[config.mk]
export PLATFORM = sky130hd
export DESIGN_NAME = game_state_scorer
export DESIGN_NICKNAME = d
export VERILOG_FILES = /design/src/rtl/game_state_scorer.sv
export SDC_FILE = /design/constraint.sdc
export NUM_CORES = 1
export LEC_CHECK = 0
export CORE_UTILIZATION = 40
export DETAILED_ROUTE_END_ITERATION = 8
export PLACE_DENSITY = 0.69
export SYNTH_ARGS = -nofsm -noshare
export SYNTH_HDL_FRONTEND = slang
export SYNTH_SLANG_ARGS = --single-unit
[constraint.sdc]
create_clock -name clk -period 2.1 [get_ports clk]
set_input_delay 0.525 -clock clk [delete_from_list [all_inputs] [get_ports clk]]
set_output_delay 0.525 -clock clk [all_outputs]
set_load 0.02 [all_outputs]
[src/rtl/game_state_scorer.sv]
// Game-state tracker: counts rising edges of the winner/loser flags,
// declares game over at either target and holds the result until restart.
module game_state_scorer #(
    parameter int SCORE_W     = 4,
    parameter int WIN_TARGET  = 15,
    parameter int LOSE_TARGET = 15,
    parameter bit TIE_WHO     = 1'b1
) (
    input  logic               clk,
    input  logic               rst_n,
    input  logic               winner_flag,
    input  logic               loser_flag,
    input  logic               restart,
    output logic               gameover,
    output logic               gameover_pulse,
    output logic               who,
    output logic [SCORE_W-1:0] win_score,
    output logic [SCORE_W-1:0] lose_score
);

    localparam int SCORE_MAX = (1 << SCORE_W) - 1;

    generate
        if (WIN_TARGET < 1 || WIN_TARGET > SCORE_MAX) begin : g_bad_win
            $error("WIN_TARGET out of range for SCORE_W");
        end
        if (LOSE_TARGET < 1 || LOSE_TARGET > SCORE_MAX) begin : g_bad_lose
            $error("LOSE_TARGET out of range for SCORE_W");
        end
    endgenerate

    localparam logic [SCORE_W-1:0] WIN_T  = SCORE_W'(WIN_TARGET);
    localparam logic [SCORE_W-1:0] LOSE_T = SCORE_W'(LOSE_TARGET);

    typedef enum logic {PLAY, OVER} state_t;

    state_t             state;
    state_t             state_nx;
    logic               win_q;
    logic               lose_q;
    logic               win_ev;
    logic               lose_ev;
    logic               win_hit;
    logic               lose_hit;
    logic               pulse_q;
    logic               who_q;
    logic [SCORE_W-1:0] win_nx;
    logic [SCORE_W-1:0] lose_nx;

    assign win_ev  = winner_flag & ~win_q;
    assign lose_ev = loser_flag & ~lose_q;

    // Scores stay below their targets in PLAY, so the increment cannot wrap.
    always_comb begin
        win_nx   = win_score + SCORE_W'(win_ev);
        lose_nx  = lose_score + SCORE_W'(lose_ev);
        win_hit  = win_ev & (win_nx == WIN_T);
        lose_hit = lose_ev & (lose_nx == LOSE_T);
    end

    always_ff @(posedge clk or negedge rst_n) begin
        if (!rst_n) begin
            state <= PLAY;
        end else begin
            state <= state_nx;
        end
    end

    always_comb begin
        state_nx = state;
        if (restart) begin
            state_nx = PLAY;
        end else if (state == PLAY && (win_hit || lose_hit)) begin
            state_nx = OVER;
        end
    end

    always_ff @(posedge clk or negedge rst_n) begin
        if (!rst_n) begin
            win_q      <= 1'b0;
            lose_q     <= 1'b0;
            win_score  <= '0;
            lose_score <= '0;
            pulse_q    <= 1'b0;
            who_q      <= 1'b0;
        end else begin
            win_q  <= winner_flag;
            lose_q <= loser_flag;
            if (restart) begin
                win_score  <= '0;
                lose_score <= '0;
                pulse_q    <= 1'b0;
                who_q      <= 1'b0;
            end else if (state == PLAY) begin
                win_score  <= win_nx;
                lose_score <= lose_nx;
                pulse_q    <= win_hit | lose_hit;
                if (win_hit || lose_hit) begin
                    who_q <= (win_hit && lose_hit) ? TIE_WHO : win_hit;
                end
            end else begin
                pulse_q <= 1'b0;
            end
        end
    end

    always_comb begin
        gameover       = (state == OVER);
        gameover_pulse = pulse_q;
        who            = who_q;
    end

endmodule

# --- Word-level counts from Yosys, hierarchy flattened ---
# Index checks and enable logic that the tools add are counted.
word_totals:
  regBits: 13
  latch_bits: 0
  ram_bits: 0
  romBits: 0
  input_bits: 5
  output_inout_bits: 11
  memories: 0
op_classes:
  addsub: 2
  n_mul: 0
  n_div: 0
  n_lt_le_gt_ge: 0
  n_eq_ne: 3
  shifts: 0
  n_mux: 12
  bitwise_logic: 8
  reduce_logical: 6
op_table:
  columns: ["op", "count"]
  rows:
  - ["$mux W4", 4]
  - ["$add A4 B1 Y4", 2]
  - ["$eq A4 B4 Y1 const B", 2]
  - ["$mux W1", 8]
  - ["$and A1 B1 Y1", 4]
  - ["$reduce_bool A2 Y1", 2]
  - ["$not A1 Y1", 3]
  - ["$logic_and A1 B1 Y1", 2]
  - ["$ne A2 B2 Y1 const B", 1]
  - ["$reduce_and A2 Y1", 1]
  - ["$logic_or A1 B1 Y1", 1]
  - ["$or A1 B1 Y1", 1]

# --- Longest topological paths before layout ---
depth:
  ltp_word: 10
  depth_mapped: 7
  mapped_depth_nobuf: 7

# --- Worst setup path before layout ---
# OpenSTA, ideal clock, no wires.
synth_path:
  path_kind: "input to register"
  from: "input port loser_flag"
  to: "register state, in the netlist gameover"
  setup_ns: 0.082
  arrival_ns: 1.796
  required_ns: 2.018
  slack_ns: 0.222
  stages: 7
  n_path_buf: 0
  cell_sequence: "and2b_1 -> ha_1 -> ha_1 -> and3b_1 -> nand4b_1 -> o21a_1 -> a31oi_2"
synth_between:
  elab_chain_len: 7
synth_lines:
  columns: ["element", "line", "source"]
  rows:
  - ["from (decl)", "12", "input logic loser_flag,"]
  - ["$and A1 B1 Y1 (*)", "51", "assign lose_ev = loser_flag & ~lose_q;"]
  - ["$add A4 B1 Y4", "56", "lose_nx = lose_score + SCORE_W'(lose_ev);"]
  - ["$eq A4 B4 Y1", "58", "lose_hit = lose_ev & (lose_nx == LOSE_T);"]
  - ["$and A1 B1 Y1 (*)", "58", null]
  - ["$logic_or A1 B1 Y1 (*)", "73", "end else if (state == PLAY && (win_hit || lose_hit)) begin"]
  - ["$logic_and A1 B1 Y1 (*)", "73", null]
  - ["$reduce_bool A2 Y1 (no line) (*)", null, null]
  - ["to (signal assigned)", "65", "state <= state_nx;"]
  - ["to (decl)", "37", "state_t state;"]
# Mark *: on every way between the ends. The rest lies on a longest branch, timed or not.
# A chain may end at the register's enable or synchronous reset.

# --- Worst setup path in the final report ---
layout_path:
  from: "input port winner_flag"
  to: "register state, in the netlist gameover"
layout_between:
  elab_chain_len: 7
layout_lines:
  columns: ["element", "line", "source"]
  rows:
  - ["from (decl)", "11", "input logic winner_flag,"]
  - ["$and A1 B1 Y1 (*)", "50", "assign win_ev = winner_flag & ~win_q;"]
  - ["$add A4 B1 Y4", "55", "win_nx = win_score + SCORE_W'(win_ev);"]
  - ["$eq A4 B4 Y1", "57", "win_hit = win_ev & (win_nx == WIN_T);"]
  - ["$and A1 B1 Y1 (*)", "57", null]
  - ["$logic_or A1 B1 Y1 (*)", "73", null]
  - ["$logic_and A1 B1 Y1 (*)", "73", null]
  - ["$reduce_bool A2 Y1 (no line) (*)", null, null]
# Marks and branches as above.

==> results.sh <==
export IMPL_synth_edf_count=0
export IMPL_drc=0
export IMPL_r2r_start="lose_q$_DFF_PN0_"
export IMPL_setup_viol=0
export IMPL_coreArea_um2=1541
export IMPL_fin_area_um2=938.4
export IMPL_hp_class="input pin to register"
export IMPL_syn_nets=69
export IMPL_synth_cell_types=24
export IMPL_irDropWorstVdd_v=0.0006094
export IMPL_drive_above_1_share=0.2262
export IMPL_clk_pin_slew_ns=0.08
export IMPL_timing_hold_ws_ns=0.4907
export IMPL_first_iter_violations=5
export IMPL_clockRootBuffer="clkbuf_4"
export IMPL_start_kind="input pin"
export IMPL_async_flop_share=1.000
export IMPL_ys_seq_elements=13
export IMPL_vias=534
export IMPL_clock_tree_htree_level_count=1
export IMPL_max_cap_violations=0
export IMPL_die_h_um=43.06
export IMPL_placed_cells=96
export IMPL_end_kind="register"
export IMPL_cp_max_fo=3
export IMPL_areaGrowthSynthToFinish_pct=39.15
export IMPL_finalHoldViolations=0
export IMPL_synth_top_area_share=0.4824
export IMPL_post_cts_buffers=0
export IMPL_placed_cell_area_um2=882.1
export IMPL_tritoncts="yes"
export IMPL_die_area_um2=1854
export IMPL_nNetsFinal=94
export IMPL_io_buffers=15
export IMPL_synth_top_cells_by_count="13 x dfrtp_1, 8 x nor2_1, 4 x a21oi_1, 4 x ha_1"
export IMPL_leakage_nw=0.4048
export IMPL_grt_pass1_wl_mm=2.228
export IMPL_max_clock_freq_mhz=498.7
export IMPL_grt_max_degree=14
export IMPL_die_w_um=43.06
export IMPL_routed_wl_mm=1.316
export IMPL_setup_tns_ns=0
export IMPL_clock_sinks=13
export IMPL_r2r_slack_ns=0.29
export IMPL_period_minus_slack_ns=2.005
export IMPL_clk_path_buf_depth=2
export IMPL_arrival_ns=2.20
export IMPL_rsz0062_at_grt="false"
export IMPL_start_util=0.4375
export IMPL_fill_cells=139
export IMPL_dr_pass1_iters=4
export IMPL_grt_pass1_vias=500
export IMPL_gp_congestion=0.7960
export IMPL_crit_required_ns=2.29
export IMPL_cp_endpoint="gameover$_DFFE_PN0P_"
export IMPL_max_slew_margin_rel=0.6025
export IMPL_crit_start="winner_flag"
export IMPL_p_total_mw=0.4790
export IMPL_period_share=0.9549
export IMPL_finalMaxSlewViolations=0
export IMPL_postSynthAreaPerCell_um2=11.24
export IMPL_grt_usage=0.1704
export IMPL_hold_start="loser_flag"
export IMPL_rows=14
export IMPL_ioPinCount=16
export IMPL_clock_latency_ns=0.27
export IMPL_netlist_area_um2=674.4
export IMPL_clock_skew_ns=0.003476
export IMPL_grt_overflow_total=0
export IMPL_routedWlPerCell_um=13.16
export IMPL_ant_nets=0
export IMPL_grt_antenna_before_repair=0
export IMPL_regToRegEndpoint="gameover$_DFFE_PN0P_"
export IMPL_vias_per_cell=5.340
export IMPL_power_density_nw_per_um2=510.4
export IMPL_synth_cells=60
export IMPL_yosys_top_cells_area="dfrtp_1 48%, ha_1 7.4%, mux2i_1 4.5%, nor2_1 4.5%, and2b_2 3.9%"
export IMPL_numCtsBuffers=3
export IMPL_synthFlopType="dfrtp_1"
export IMPL_synth_seq_area_share=0.4824
export IMPL_yosys_warnings=0
export IMPL_antennaDiodeCount=0
export IMPL_synth_most_common_cell="dfrtp_1"
export IMPL_tightest_slew_ns=0.5943
export IMPL_critPathKind="input pin to register"
export IMPL_post_synth_top_area_cell="dfrtp_1"
export IMPL_place_hpwl_um=983.8
export IMPL_outcome="complete, no violations"
export IMPL_layoutNonFillerInstCount=100
export IMPL_r2r_cells=7
## sequential cells by signal, indices dropped and copies added (netlist names)
name	count
gameover	1
gameover_pulse	1
lose_q	1
lose_score	4
who	1
win_q	1
win_score	4
## stage by stage
step / setup WS, ns / utilization
2_1_floorplan: 0.2222 / -
3_3_place_gp: -0.2277 / 0.5722
3_5_place_dp: -0.3366 / 0.5722
4_1_cts: 0.07226 / 0.6055
5_1_grt: 0.003663 / 0.6088
6_report: 0.09469 / 0.6088
## repair_timing
item                                    4_1_cts  5_1_grt
gates resized for setup                       5        2
hold buffers                                  0        0
endpoints found under the setup margin        1        3
pin swaps                                     6        0
hold endpoints to repair                      0        0
## routing by layer
layer | global-route usage | wire length (um) | up-vias | share of wire
met3 | 0.07660 | 69 | 2 | 0.052
met5 | 0 | 0 | - | 0
li1 | - | - | 255 | -
met1 | 0.2125 | 590 | 260 | 0.45
met4 | 0.07273 | 19 | 0 | 0.014
met2 | 0.2545 | 636 | 17 | 0.48
## how the worst min path moves through the flow
stage	endpoint	slack, ns	depth (start not counted)
floorplan	gameover$_DFFE_PN0P_	0.23	0
global placement	win_score[0]$_DFFE_PN0P_	0.55	2
detailed placement	who$_DFFE_PN0P_	0.55	2
CTS	lose_q$_DFF_PN0_	0.49	1
global route	lose_q$_DFF_PN0_	0.49	1
finish	lose_q$_DFF_PN0_	0.49	1
## cells in the final DEF (no fill, tap or decap)
master,netlist,layout
a31oi_2,1,1
ha_2,0,1
clkbuf_1,1,1
and2b_2,3,4
nand3b_1,1,1
ha_4,0,2
inv_1,1,1
xor2_1,3,3
nor2b_2,0,1
and2b_1,2,1
o21a_1,1,1
xnor2_1,2,2
ha_1,4,1
clkdlybuf4s50_1,0,14
a21bo_1,1,1
a21oi_1,4,4
dlygate4sd2_1,0,1
o211ai_1,1,1
nand2b_1,1,1
nand4b_1,1,1
and3b_1,2,2
nand2_1,1,1
dfrtp_1,13,13
nand4_1,3,3
mux2i_1,3,3
o2111ai_1,1,1
clkbuf_4,0,3
nor2_1,8,8
buf_4,0,7
## cell families after synthesis
logic type	count (synthesis)	share of synthesized area
AO/OA/AOI/OAI	9	0.09834
XOR/XNOR	5	0.06495
adder cells (fa/ha/maj)	4	0.07421
buffers and inverters	3	0.02782
flip-flops	13	0.4824
multiplexers	3	0.04453
AND/OR/NAND/NOR	23	0.2078
## where the power goes
group / switching (mW) / internal (mW)
combinational: 0.0301 / 0.0334
sequential: 0.00661 / 0.257
clock: 0.0783 / 0.0737
## worst max-delay path: stages
cell	delay, ns
clkdlybuf4s50_1	0.41
nor2b_2	0.16
ha_1	0.19
buf_4	0.14
a21bo_1	0.18
a21oi_1	0.13
o2111ai_1	0.14
buf_4	0.16
a31oi_2	0.15
## layout make-up
cell class / count / area [um^2] / area share
Clock buffer: 4 / 26.28 / 0.02800
Inverter: 1 / 3.754 / 0.004000
Multi-Input combinational cell: 44 / 361.6 / 0.3853
Sequential cell: 13 / 325.3 / 0.3467
Tap cell: 16 / 20.02 / 0.02133
Timing Repair Buffer: 22 / 201.4 / 0.2147
Power figures use the tool's default switching activity.
